## config.mk

```make
export PLATFORM = sky130hd
export DESIGN_NAME = uart_rx_core
export DESIGN_NICKNAME = d
export VERILOG_FILES = /design/src/rtl/uart_rx_core.sv
export SDC_FILE = /design/constraint.sdc
export NUM_CORES = 1
export LEC_CHECK = 0
export BUFFER_PORTS_ARGS = -buffer_cell sky130_fd_sc_hd__buf_2
export CAP_MARGIN = 15
export CORE_AREA = 3 3 80 82
export CTS_CLUSTER_SIZE = 8
export DETAILED_ROUTE_END_ITERATION = 7
export DIE_AREA = 0 0 83 85
export GPL_TIMING_DRIVEN = 0
export MAX_ROUTING_LAYER = met4
export PLACE_DENSITY = 0.64
export REMOVE_ABC_BUFFERS = 1
export SYNTH_ARGS = -nofsm -noshare
export SYNTH_HDL_FRONTEND = slang
export SYNTH_SLANG_ARGS = --single-unit
```

## constraint.sdc

```tcl
create_clock -name clk -period 6 [get_ports clk]
set_input_delay 0.3 -clock clk [delete_from_list [all_inputs] [get_ports clk]]
set_output_delay 0.3 -clock clk [all_outputs]
set_load 0.1 [all_outputs]
```

## src/rtl/uart_rx_core.sv

```systemverilog
// uart_rx_core
// Oversampling UART receiver with a configurable frame format. The rxd line is
// synchronised, the start bit is validated at its centre, and data bits are
// taken LSB first at mid-bit. The optional parity bit and 1 or 2 stop bits are
// checked. Each completed word is offered on a valid/ready stream together
// with its parity and framing flags. A word that completes while the output
// register is still occupied is dropped and flagged with a one-cycle overrun
// pulse.
module uart_rx_core #(
  parameter int CLK_HZ      = 12000000,
  parameter int BAUD        = 9600,
  parameter int DATA_BITS   = 8,
  parameter int PARITY      = 0,
  parameter int STOP_BITS   = 1,
  parameter int OVERSAMPLE  = 16,
  parameter int SYNC_STAGES = 3
) (
  input  logic                 clk,
  input  logic                 resetn,
  input  logic                 rxd,
  output logic [DATA_BITS-1:0] m_data,
  output logic                 m_valid,
  input  logic                 m_ready,
  output logic                 parity_err,
  output logic                 frame_err,
  output logic                 overrun,
  output logic                 busy
);

  // Number of clk cycles per oversample tick (floor division).
  localparam int DIV   = CLK_HZ / (BAUD * OVERSAMPLE);
  localparam int DIV_W = (DIV > 1) ? $clog2(DIV) : 1;
  localparam int SC_W  = $clog2(OVERSAMPLE);
  localparam int BI_W  = $clog2(DATA_BITS);

  // Sub-counter compare points: centre of the start bit, and one full bit
  // period after a previous centre sample.
  localparam logic [SC_W-1:0] SC_HALF = SC_W'(OVERSAMPLE / 2 - 1);
  localparam logic [SC_W-1:0] SC_LAST = SC_W'(OVERSAMPLE - 1);
  localparam logic [BI_W-1:0] BI_LAST = BI_W'(DATA_BITS - 1);
  localparam logic            SB_LAST = 1'(STOP_BITS - 1);

  // XOR over data and parity bit that a correct frame must produce:
  // odd parity needs an odd count of ones, even parity an even count.
  localparam logic PAR_TARGET = (PARITY == 1);

  // Parameter sanity checks, evaluated at elaboration.
  if (DIV < 1) begin : g_bad_div
    $error("uart_rx_core: CLK_HZ/(BAUD*OVERSAMPLE) must be at least 1");
  end
  if (DATA_BITS < 5 || DATA_BITS > 9) begin : g_bad_data_bits
    $error("uart_rx_core: DATA_BITS must be in 5..9");
  end
  if (PARITY < 0 || PARITY > 2) begin : g_bad_parity
    $error("uart_rx_core: PARITY must be 0, 1 or 2");
  end
  if (STOP_BITS < 1 || STOP_BITS > 2) begin : g_bad_stop_bits
    $error("uart_rx_core: STOP_BITS must be 1 or 2");
  end
  if (OVERSAMPLE < 4 || (OVERSAMPLE % 2) != 0) begin : g_bad_oversample
    $error("uart_rx_core: OVERSAMPLE must be even and at least 4");
  end
  if (SYNC_STAGES < 2) begin : g_bad_sync
    $error("uart_rx_core: SYNC_STAGES must be at least 2");
  end

  typedef enum logic [2:0] {
    S_IDLE   = 3'd0,
    S_START  = 3'd1,
    S_DATA   = 3'd2,
    S_PARITY = 3'd3,
    S_STOP   = 3'd4
  } state_t;

  // ---------------------------------------------------------------------------
  // Oversample tick generator
  // ---------------------------------------------------------------------------
  logic [DIV_W-1:0] div_cnt_reg;
  logic             tick;

  assign tick = (div_cnt_reg == DIV_W'(DIV - 1));

  // Free-running divider, wraps to zero on the tick cycle.
  always_ff @(posedge clk) begin
    if (!resetn) begin
      div_cnt_reg <= '0;
    end else if (tick) begin
      div_cnt_reg <= '0;
    end else begin
      div_cnt_reg <= div_cnt_reg + 1'b1;
    end
  end

  // ---------------------------------------------------------------------------
  // rxd synchroniser: the line idles high, so the chain resets to ones and a
  // reset never looks like a start bit.
  // ---------------------------------------------------------------------------
  logic [SYNC_STAGES-1:0] sync_reg;
  logic                   rx_s;

  assign rx_s = sync_reg[SYNC_STAGES-1];

  // Shift the raw line through the synchroniser flops.
  always_ff @(posedge clk) begin
    if (!resetn) begin
      sync_reg <= '1;
    end else begin
      sync_reg <= {sync_reg[SYNC_STAGES-2:0], rxd};
    end
  end

  // ---------------------------------------------------------------------------
  // Receive state machine
  // ---------------------------------------------------------------------------
  state_t                state_reg, state_next;
  logic [SC_W-1:0]       sc_reg, sc_next;
  logic [BI_W-1:0]       bit_idx_reg, bit_idx_next;
  logic                  stop_idx_reg, stop_idx_next;
  logic [DATA_BITS-1:0]  shift_reg, shift_next;
  logic                  pe_reg, pe_next;
  logic                  fe_reg, fe_next;
  logic                  rearm_reg, rearm_next;
  logic                  commit;

  // State register and per-frame working registers.
  always_ff @(posedge clk) begin
    if (!resetn) begin
      state_reg    <= S_IDLE;
      sc_reg       <= '0;
      bit_idx_reg  <= '0;
      stop_idx_reg <= 1'b0;
      shift_reg    <= '0;
      pe_reg       <= 1'b0;
      fe_reg       <= 1'b0;
      rearm_reg    <= 1'b1;
    end else begin
      state_reg    <= state_next;
      sc_reg       <= sc_next;
      bit_idx_reg  <= bit_idx_next;
      stop_idx_reg <= stop_idx_next;
      shift_reg    <= shift_next;
      pe_reg       <= pe_next;
      fe_reg       <= fe_next;
      rearm_reg    <= rearm_next;
    end
  end

  // Next-state logic; the machine only advances on oversample ticks.
  always_comb begin
    state_next    = state_reg;
    sc_next       = sc_reg;
    bit_idx_next  = bit_idx_reg;
    stop_idx_next = stop_idx_reg;
    shift_next    = shift_reg;
    pe_next       = pe_reg;
    fe_next       = fe_reg;
    rearm_next    = rearm_reg;
    commit        = 1'b0;

    if (tick) begin
      case (state_reg)
        S_IDLE: begin
          if (rearm_reg) begin
            if (!rx_s) begin
              state_next = S_START;
              sc_next    = '0;
            end
          end else if (rx_s) begin
            // Line has recovered from a break; allow the next start bit.
            rearm_next = 1'b1;
          end
        end

        S_START: begin
          if (sc_reg == SC_HALF) begin
            if (rx_s) begin
              // Low pulse shorter than half a bit: treat as noise.
              state_next = S_IDLE;
            end else begin
              state_next   = S_DATA;
              sc_next      = '0;
              bit_idx_next = '0;
              pe_next      = 1'b0;
              fe_next      = 1'b0;
            end
          end else begin
            sc_next = sc_reg + 1'b1;
          end
        end

        S_DATA: begin
          if (sc_reg == SC_LAST) begin
            sc_next                = '0;
            shift_next[bit_idx_reg] = rx_s;
            if (bit_idx_reg == BI_LAST) begin
              bit_idx_next  = '0;
              stop_idx_next = 1'b0;
              state_next    = (PARITY != 0) ? S_PARITY : S_STOP;
            end else begin
              bit_idx_next = bit_idx_reg + 1'b1;
            end
          end else begin
            sc_next = sc_reg + 1'b1;
          end
        end

        S_PARITY: begin
          if (sc_reg == SC_LAST) begin
            sc_next       = '0;
            pe_next       = ((^shift_reg) ^ rx_s) != PAR_TARGET;
            stop_idx_next = 1'b0;
            state_next    = S_STOP;
          end else begin
            sc_next = sc_reg + 1'b1;
          end
        end

        S_STOP: begin
          if (sc_reg == SC_LAST) begin
            sc_next = '0;
            fe_next = fe_reg | ~rx_s;
            if (stop_idx_reg == SB_LAST) begin
              // Word is complete at the centre of the last stop bit; going
              // idle here leaves half a bit of margin before the next start.
              commit     = 1'b1;
              state_next = S_IDLE;
              if (fe_next) begin
                // A low stop bit may be a break: wait for the line to go
                // high before accepting another start bit.
                rearm_next = 1'b0;
              end
            end else begin
              stop_idx_next = stop_idx_reg + 1'b1;
            end
          end else begin
            sc_next = sc_reg + 1'b1;
          end
        end

        default: begin
          state_next = S_IDLE;
        end
      endcase
    end
  end

  // ---------------------------------------------------------------------------
  // Output word register and valid/ready handshake
  // ---------------------------------------------------------------------------
  logic [DATA_BITS-1:0] m_data_reg;
  logic                 m_valid_reg;
  logic                 parity_err_reg;
  logic                 frame_err_reg;
  logic                 overrun_reg;

  // Load a committed word when the register is free or being emptied this
  // cycle; otherwise keep the pending word and flag the loss.
  always_ff @(posedge clk) begin
    if (!resetn) begin
      m_data_reg     <= '0;
      m_valid_reg    <= 1'b0;
      parity_err_reg <= 1'b0;
      frame_err_reg  <= 1'b0;
      overrun_reg    <= 1'b0;
    end else begin
      overrun_reg <= 1'b0;
      if (commit) begin
        if (!m_valid_reg || m_ready) begin
          m_data_reg     <= shift_reg;
          parity_err_reg <= pe_reg;
          frame_err_reg  <= fe_next;
          m_valid_reg    <= 1'b1;
        end else begin
          overrun_reg <= 1'b1;
        end
      end else if (m_valid_reg && m_ready) begin
        m_valid_reg <= 1'b0;
      end
    end
  end

  // Output decode: busy follows the state directly, the stream comes from
  // the output register.
  always_comb begin
    busy       = (state_reg != S_IDLE);
    m_data     = m_data_reg;
    m_valid    = m_valid_reg;
    parity_err = parity_err_reg;
    frame_err  = frame_err_reg;
    overrun    = overrun_reg;
  end

endmodule

```

Yosys cells after proc, flatten, opt, wreduce, memory -nomap -nowiden
Cells that the tools add are included.
{"block": "classes", "add_sub_neg": 4, "n_lt_le_gt_ge": 2, "n_eq_ne": 19, "mux": 52, "bitwise_logic": 4, "reduce_logical": 25}
{"operator": "3-bit two-way mux", "n": 12}
{"operator": "1-bit two-way mux", "n": 26}
{"operator": "2-bit inequality test (second input constant)", "n": 10}
{"operator": "4-bit two-way mux", "n": 4}
{"operator": "3-bit one-hot mux with 5 select lines", "n": 1}
{"operator": "5-bit AND reduction", "n": 3}
{"operator": "4-bit one-hot mux with 3 select lines", "n": 1}
{"operator": "9-bit AND reduction", "n": 1}
{"operator": "3-bit nonzero test", "n": 3}
{"operator": "8-bit bitwise mux", "n": 1}
{"operator": "2-bit nonzero test", "n": 4}
{"operator": "8-bit XOR reduction", "n": 1}
{"operator": "7-bit by 1-bit adder with 7-bit output (second input constant)", "n": 1}
{"operator": "7-bit == test (second input constant)", "n": 1}
{"operator": "3-bit by 2-bit == test with 1-bit output (second input constant)", "n": 2}
{"operator": "3-bit == test (second input constant)", "n": 2}
{"operator": "1-bit one-hot mux with 2 select lines", "n": 3}
{"operator": "3-bit one-hot mux with 2 select lines", "n": 1}
{"operator": "2-bit AND reduction", "n": 3}
{"operator": "3-bit AND reduction", "n": 2}
{"operator": "6-bit AND reduction", "n": 1}
{"operator": "4-bit by 1-bit adder with 4-bit output (second input constant)", "n": 1}
{"operator": "4-bit by 3-bit == test with 1-bit output (second input constant)", "n": 1}
{"operator": "4-bit == test (second input constant)", "n": 1}
{"operator": "18 further kinds", "n": 20}
{"block": "totals", "reg_bits": 44, "in_bits": 4, "output_inout_bits": 13, "word_cells": 121}

Logic depth before layout (Yosys ltp)
Gate-level depths: netlist (run 1).
{"block": "logic_depth", "ltp_word": 6, "ltp_mapped": 8, "mapped_depth_nobuf": 7}

Worst setup path before layout (run 1)
No wires, ideal clock.
{"block": "synth_timing", "path_type": "register -> register", "start": "reg state_reg[0]", "end": "reg sc_reg[3]", "arrival_time_ps": 2402, "required_time_ps": 5920, "slack_ps": 3518, "path_stages_with_launch": 8, "n_path_buf": 2, "period_less_slack_ps": 2482, "cell_sequence": "dfxtp_1 > buf_2 > or3_1 > clkbuf_1 > nand2_1 > nor3_1 > a41oi_1 > nor3b_1"}
{"block": "synth_between", "elab_chain_cells": 4, "word_cells_on_any_way": 10}
{"item": "start, declared", "line": "115", "source": "state_t state_reg, state_next;"}
{"item": "start signal, assigned", "line": "137", "source": "state_reg <= state_next;"}
{"item": "3-bit == test or 3-bit by 2-bit == test with 1-bit output (tied branches)", "line": "161", "source": "case (state_reg)"}
{"item": "3-bit OR reduction (no line)"}
{"item": "3-bit nonzero test (no line)"}
{"item": "3-bit AND reduction (no line)"}
{"item": "end signal, assigned", "line": "138", "source": "sc_reg <= sc_next;"}
{"item": "end, declared", "line": "116", "source": "logic [SC_W-1:0] sc_reg, sc_next;"}
Parallel ways exist; a longest one is shown, timed or not.
A chain may end at the register's enable or synchronous reset.

Final worst setup path (run 1)
{"block": "layout_timing", "start": "reg sc_reg[1]", "end": "reg m_data_reg[6], in the netlist m_data[6]"}
{"block": "layout_between", "elab_chain_cells": 5}
{"item": "4-bit == test", "line": "219", "source": "if (sc_reg == SC_LAST) begin"}
{"item": "1-bit two-way mux", "line": "219"}
{"item": "1-bit two-way mux", "line": "161"}
{"item": "1-bit two-way mux", "line": "160", "source": "if (tick) begin"}
{"item": "2-bit AND reduction (no line)"}
{"item": "end signal, assigned", "line": "269", "source": "m_data_reg <= shift_reg;"}
{"item": "end, declared", "line": "250", "source": "logic [DATA_BITS-1:0] m_data_reg;"}
Every way passes these cells.

==> summary.log, run 1 <==
[status] outcome completed
[worst_setup_path] signal arrival time at the worst endpoint 2.62 ns
[global_route] pin count of the biggest net entering global routing 39
[power_and_ir_drop] power density over cell area 209.1 nW/um^2
[timing] unrepaired setup endpoints after global routing false
[cts] # H-tree levels 2
[worst_setup_path] depth of the worst register-to-register path 6
[worst_setup_path] CP max FO 11
[yosys] synthesized flop and latch total 43
[power_and_ir_drop] share of total power in the clock network 0.378
[drt] post-detailed-route count of antenna-violating nets 0
[worst_setup_path] endpoint kind of the worst setup timing path register
[yosys] share of the yosys chip area belonging to registers 0.4019
[worst_hold_path] worst min-delay path class input pin to register
[yosys] Distinct cells, synth 54
[timing] final setup TNS 0 ns
[floorplan] core area 5816 sq um
[timing] pins over their slew limit 0
[worst_setup_path] flop2flop setup slack 3.57 ns
[worst_setup_path] reg-to-reg critical path endpoint m_data[6]
[power_and_ir_drop] total internal power 373.7 uW
[floorplan] die extent in x 83 um
[global_route] antenna violations before repair 0
[finish] Fillers 622
[drt] DRC Markers 0
[finish] Final Instance Count excl. Fillers 315
[timing] clock skew after layout 0.007878 ns
[run] max-cap check violation count 0
[placed_design] Final GP Congestion 0.8269
[cts] number of clock sinks 43
[power_and_ir_drop] sw frac 0.2299
[timing] Max Freq 411.3 MHz
[cts] total of cells resized after clock tree synthesis 0
[cts] clock slew at the register clock pins of the worst setup and hold paths 0.08 ns
[drt] WL per Instance 12.48 um
[yosys] Post-synth top flop dfxtp_1
[yosys] share of synthesized registers carrying an async set or reset 0
[finish] area growth from synthesis to layout 8.353%
[power_and_ir_drop] Seq pwr share 0.597
[global_route] vias in the first global route 1548
[drt] detailed-router iteration count before antenna repair 4
[floorplan] y dimension of the die 85 um
[yosys] number of synthesized flops with an enable pin 0
[worst_setup_path] data required time at the worst endpoint 6.19 ns
[global_route] total gr overflow 0
[floorplan] area of the die 7055 sq um
[finish] Inserted Diodes 0
[timing] min cycle time layout 2.431 ns
[floorplan] number of core rows 28
[yosys] main area contributors after synthesis dfxtp_1 40%, mux2i_1 8.4%, nor2b_1 4.7%
[worst_setup_path] source of the critical timing path sc_reg[1]
[global_route] all-layer global routing usage 0.1248
[yosys] biggest area consumer among synthesized cells dfxtp_1
[placed_design] HPWL reported at the end of detailed placement 2689 um
[power_and_ir_drop] worst voltage drop across the vdd grid 0.0001008 V
[timing] Least-Margin Pin Slew 1.138 ns
[floorplan] starting density of the core 0.3683
[worst_setup_path] worst r2r src sc_reg[1]
[power_and_ir_drop] switching component of the power 111.5 uW
[timing] final hold violation count 0
[worst_setup_path] path type of the worst setup path register to register
[cts] buffer depth of the longest clock path 2
[cts] post-cts hold buffer count 0
[finish] net count reported at finish 248
[timing] number of endpoints failing setup at the final stage 0
[worst_hold_path] number of instances on the worst hold path 2
[yosys] Post-Syn Area 2142 sq um
[cts] TritonCTS Buffers 5
[global_route] global-route wire length before repair 7196 um
[timing] Rel. slew slack 0.2388
[yosys] Post-Syn Area per Cell 9.233 sq um
[placed_design] port bufs 16
[finish] fraction of layout instances using a drive strength above 1 0.1417
[cts] insertion delay to the later sink of the worst-skew pair 0.30 ns
[drt] vias per cell 5.041
[yosys] instance count of the mapped netlist 232
[worst_hold_path] end of the worst hold path sync_reg[0]
[cts] setup repair bufs after CTS 0
[yosys] proportion of netlist area held by the largest area contributor 0.4019
[placed_design] # placed instances 307
[drt] detailed-route via count 1588
[drt] Starting DRT DRC Count 127
[floorplan] num ports 17
[worst_hold_path] hold wc startpoint rxd
[cts] TritonCTS clock tree built
[timing] final critical-path share of the clock period 0.4052
[power_and_ir_drop] part of the total power dissipated in combinational logic 0.026
[cts] clock root buffer clkbuf_8
[yosys] total number of yosys warnings 0
[drt] WL final 3932 um
[worst_setup_path] critical path launch point type register
[power_and_ir_drop] static leakage 0.8407 nW
worst max-delay path: stages, from the launching register on:
cell	delay (ns)
dfxtp_1	0.41
ha_1	0.32
and3_1	0.22
nand4_1	0.15
nor2_1	0.89
mux2i_1	0.27
nor2b_1	0.06
layout make-up:
class | count | area, sq um | area share
clock buffers | 5 | 68.82 | 0.02965
well taps | 75 | 93.84 | 0.04043
inverters | 6 | 22.52 | 0.009703
repair buffers | 16 | 80.08 | 0.03450
multi-input cells | 167 | 1175 | 0.5062
clock inverters | 3 | 20.02 | 0.008625
flip-flops and latches | 43 | 860.8 | 0.3709
per-layer routing:
layer / global-route usage / wire (um) / vias to the layer above
met5: - / 0 / -
met4: 0.04458 / 59 / 0
met3: 0.02718 / 139 / 8
met2: 0.1975 / 1838 / 21
met1: 0.1576 / 1894 / 733
li1: - / - / 826
cells in the mapped netlist (2+ instances only):
master     count
nor2_1        18
a41oi_1        2
clkbuf_1       7
dfxtp_1       43
and3_1         2
nor3_1         3
buf_6          2
nand3b_1       3
o2111ai_1      2
ha_1           5
a31oi_1        2
nand2_1       17
or4_1          2
xor2_1         6
o21ai_0        8
mux2i_1       18
and2_1         4
a21oi_1        6
nand3_1        4
o21a_1         2
nand2b_1       3
nor3b_2        2
xnor2_1        7
or3_1          3
buf_1          2
nor2b_1       16
o31ai_1        2
nor3b_1        2
buf_2          4
a22oi_1        3
nand4_1        3
inv_1          6
and2b_1        2
stage by stage:
step / total power, mW / setup WS (ns) / util / cell area (sq um) / hold WS [ns]
after global routing: 0.5075 / 3.374 / 0.3991 / 2321 / 0.1884
final: 0.4852 / 3.569 / 0.3991 / 2321 / 0.1813
after CTS: 0.4931 / 3.535 / 0.3991 / 2321 / 0.1786
after floorplan: 0.3028 / 3.798 / - / 2058 / 0.3730
after detailed placement: 0.3089 / 3.537 / 0.3838 / 2232 / 0.3925
after global placement: 0.3084 / 3.541 / 0.3838 / 2232 / 0.3876
cells by family (layout without fill, tap and decap cells):
group                    count (synthesis)  in the layout  share of synthesized area
buffers and inverters                   22             30                    0.04965
AND/OR/NAND/NOR                         92             92                     0.2471
AO/OA/AOI/OAI                           38             38                     0.1244
multiplexers                            18             18                    0.08411
flip-flops                              43             43                     0.4019
XOR/XNOR                                14             14                    0.06367
adder cells (fa/ha/maj)                  5              5                    0.02921
power by group through the flow:
stage                     Sequential [mW]  Combinational [mW]  Clock (mW)
after floorplan                     0.296             0.00689           0
after global placement              0.296              0.0121           0
after detailed placement            0.296              0.0125           0
after CTS                           0.290              0.0126       0.191
after global routing                0.290              0.0145       0.203
final                               0.290              0.0124       0.183
cells in the final DEF (no fill, tap or decap), types with 3 or more instances in the layout:
master	n
xnor2_1	7
nor2_1	18
and2_1	4
or3_1	3
a21oi_1	6
ha_1	5
nand3_1	4
nand2_1	17
inv_1	6
o21ai_0	8
mux2i_1	18
clkbuf_8	5
nor3_1	3
nand3b_1	3
a22oi_1	3
dfxtp_1	43
nand4_1	3
nand2b_1	3
xor2_1	6
nor2b_1	16
buf_2	16
worst max-delay path by stage:
| stage | endpoint | slack (ns) | depth (start not counted) |
|---|---|---|---|
| 4_1_cts | m_data[6] | 3.53 | 6 |
| 6_report | m_data[6] | 3.57 | 6 |
| 5_1_grt | m_data[4] | 3.37 | 6 |
| 3_5_place_dp | m_data[2] | 3.54 | 6 |
| 3_3_place_gp | m_data[5] | 3.54 | 6 |
| 2_1_floorplan | sc_reg[3] | 3.80 | 5 |
(Power assumes the default switching activity.)
==> inputs of run 2 (changes only) <==
==> constraint.sdc (replaced) <==
create_clock -name clk -period 2.5 [get_ports clk]
set_input_delay 0.125 -clock clk [delete_from_list [all_inputs] [get_ports clk]]
set_output_delay 0.125 -clock clk [all_outputs]
set_load 0.1 [all_outputs]
==> run 2 against run 1 <==
  * Register-to-register slack got worse by 3.3 ns
  * Clock skew about the same
  * First-iteration DRC count shrank 17%
  * Core utilization rose by 0.11 points
  * Critical path type unchanged
  * Sequential cell count is the same
  * Clock power increased by 140%
  * Die area stayed put
  * Non-clock buffer count is the same
  * Worst hold slack worse by 0.17 ns
==> summary.log, run 2 (same netlist as run 1, synthesis figures left out) <==
[drt] detailed-router iteration count before antenna repair 4
[placed_design] Final GP Congestion 0.8269
[placed_design] Post-Place Worst Slack 0.03738 ns
[drt] WL per Instance 12.53 um
[placed_design] port bufs 16
[power_and_ir_drop] power density over cell area 500.0 nW/um^2
[placed_design] HPWL reported at the end of detailed placement 2689 um
[power_and_ir_drop] worst voltage drop across the vdd grid 0.0002419 V
[global_route] pin count of the biggest net entering global routing 39
[cts] post-cts hold buffer count 0
[cts] setup repair bufs after CTS 0
[floorplan] die extent in x 83 um
[finish] leading cell type in the layout, fill and taps excluded dfxtp_1
[cts] # H-tree levels 2
[worst_setup_path] signal arrival time at the worst endpoint 2.45 ns
[finish] most frequent cells in the layout 43 x dfxtp_1, 18 x mux2i_1, 17 x nand2_1, 17 x nor2_1
[worst_setup_path] flop2flop setup slack 0.28 ns
[worst_setup_path] critical path launch point type register
[floorplan] area of the die 7055 sq um
[finish] fraction of layout instances using a drive strength above 1 0.1500
[timing] Worst Setup Slack, final 0.2802 ns
[drt] WL final 3947 um
[drt] post-detailed-route count of antenna-violating nets 0
[cts] clock slew at the register clock pins of the worst setup and hold paths 0.09 ns
[drt] detailed-route via count 1595
[timing] Least-Margin Pin Slew 0.7004 ns
[floorplan] y dimension of the die 85 um
[worst_setup_path] CP max FO 11
[finish] area growth from synthesis to layout 8.645%
[cts] TritonCTS clock tree built
[drt] DRC Markers 0
[finish] Inserted Diodes 0
[floorplan] number of core rows 28
[cts] TritonCTS Buffers 5
[floorplan] starting density of the core 0.3683
[timing] final setup TNS 0 ns
[cts] insertion delay to the later sink of the worst-skew pair 0.30 ns
[global_route] all-layer global routing usage 0.1248
[drt] vias per cell 5.063
[cts] number of clock sinks 43
[timing] pins over their slew limit 0
[finish] net count reported at finish 248
[worst_setup_path] data required time at the worst endpoint 2.73 ns
[timing] Max Freq 450.5 MHz
[timing] min cycle time layout 2.220 ns
[global_route] global-route wire length before repair 7196 um
[timing] unrepaired setup endpoints after global routing false
[global_route] antenna violations before repair 0
[worst_setup_path] path type of the worst setup path register to register
[status] outcome completed
[cts] clock root buffer clkbuf_8
[cts] buffer depth of the longest clock path 2
[placed_design] # placed instances 307
[timing] final critical-path share of the clock period 0.8879
[global_route] vias in the first global route 1548
[run] max-cap check violation count 0
[timing] final hold violation count 0
[timing] number of endpoints failing setup at the final stage 0
[drt] Starting DRT DRC Count 106
[timing] clock skew after layout 0.007834 ns
[global_route] total gr overflow 0
[power_and_ir_drop] static leakage 0.8418 nW
[worst_hold_path] worst min-delay path class input pin to register
[floorplan] core area 5816 sq um
[finish] final core occ 0.4002
[finish] Final Instance Count excl. Fillers 315
[worst_setup_path] endpoint kind of the worst setup timing path register
[floorplan] num ports 17
[timing] Rel. slew slack 0.5326
## run 2: worst paths after layout
| kind | cells after the start | end | start |
|---|---|---|---|
| worst max-delay path | 6 | shift_reg[2] | div_cnt_reg[0] |
| worst min-delay path | 2 | sync_reg[0] | rxd |
| worst max register to register | 6 | shift_reg[2] | div_cnt_reg[0] |
| worst min register to register | 1 | sync_reg[2] | sync_reg[1] |
## run 2: cell type report
type	count	area, sq um
inverter	6	22.52
fill	618	3488
clock buffer	5	68.82
multi-input combinational	167	1181
timing repair buffer	16	80.08
sequential	43	860.8
tap	75	93.84
clock inverter	3	20.02
## run 2: worst max-delay path: stages (launching register included)
cell and delay [ns]:
dfxtp_1 0.39, ha_1 0.18, and4bb_2 0.28, nand2_1 0.24
or4_4 0.65, nor3b_2 0.23, mux2i_1 0.19
## run 2: repair_timing
action                                 in CTS  in global routing
setup endpoints to repair                   0                 13
resized for setup                           0                  2
endpoints found under the hold margin       0                  0
## run 2: power breakdown
part | switching, mW | internal, mW | leakage, nW
logic | 0.0174 | 0.0123 | 0.454
clock network | 0.244 | 0.194 | 0.0402
registers | 0.00492 | 0.690 | 0.347
total | 0.267 | 0.897 | 0.842
## run 2: layer usage
| metal | wire length [um] | track usage | up-vias |
|---|---|---|---|
| met5 | 0 | - | - |
| met4 | 60 | 0.04458 | 0 |
| met3 | 122 | 0.02718 | 8 |
| met2 | 1871 | 0.1975 | 23 |
| met1 | 1893 | 0.1576 | 738 |
| li1 | - | - | 826 |
## run 2: per-stage QoR
step                total power [mW]  hold slack (ns)  instance area (sq um)
floorplan                     0.7266           0.1980                   2058
CTS                            1.183         0.003573                   2321
global route                   1.218          0.01340                   2327
global placement              0.7402           0.3050                   2232
detailed placement            0.7414           0.3132                   2232
finish                         1.164         0.007607                   2327
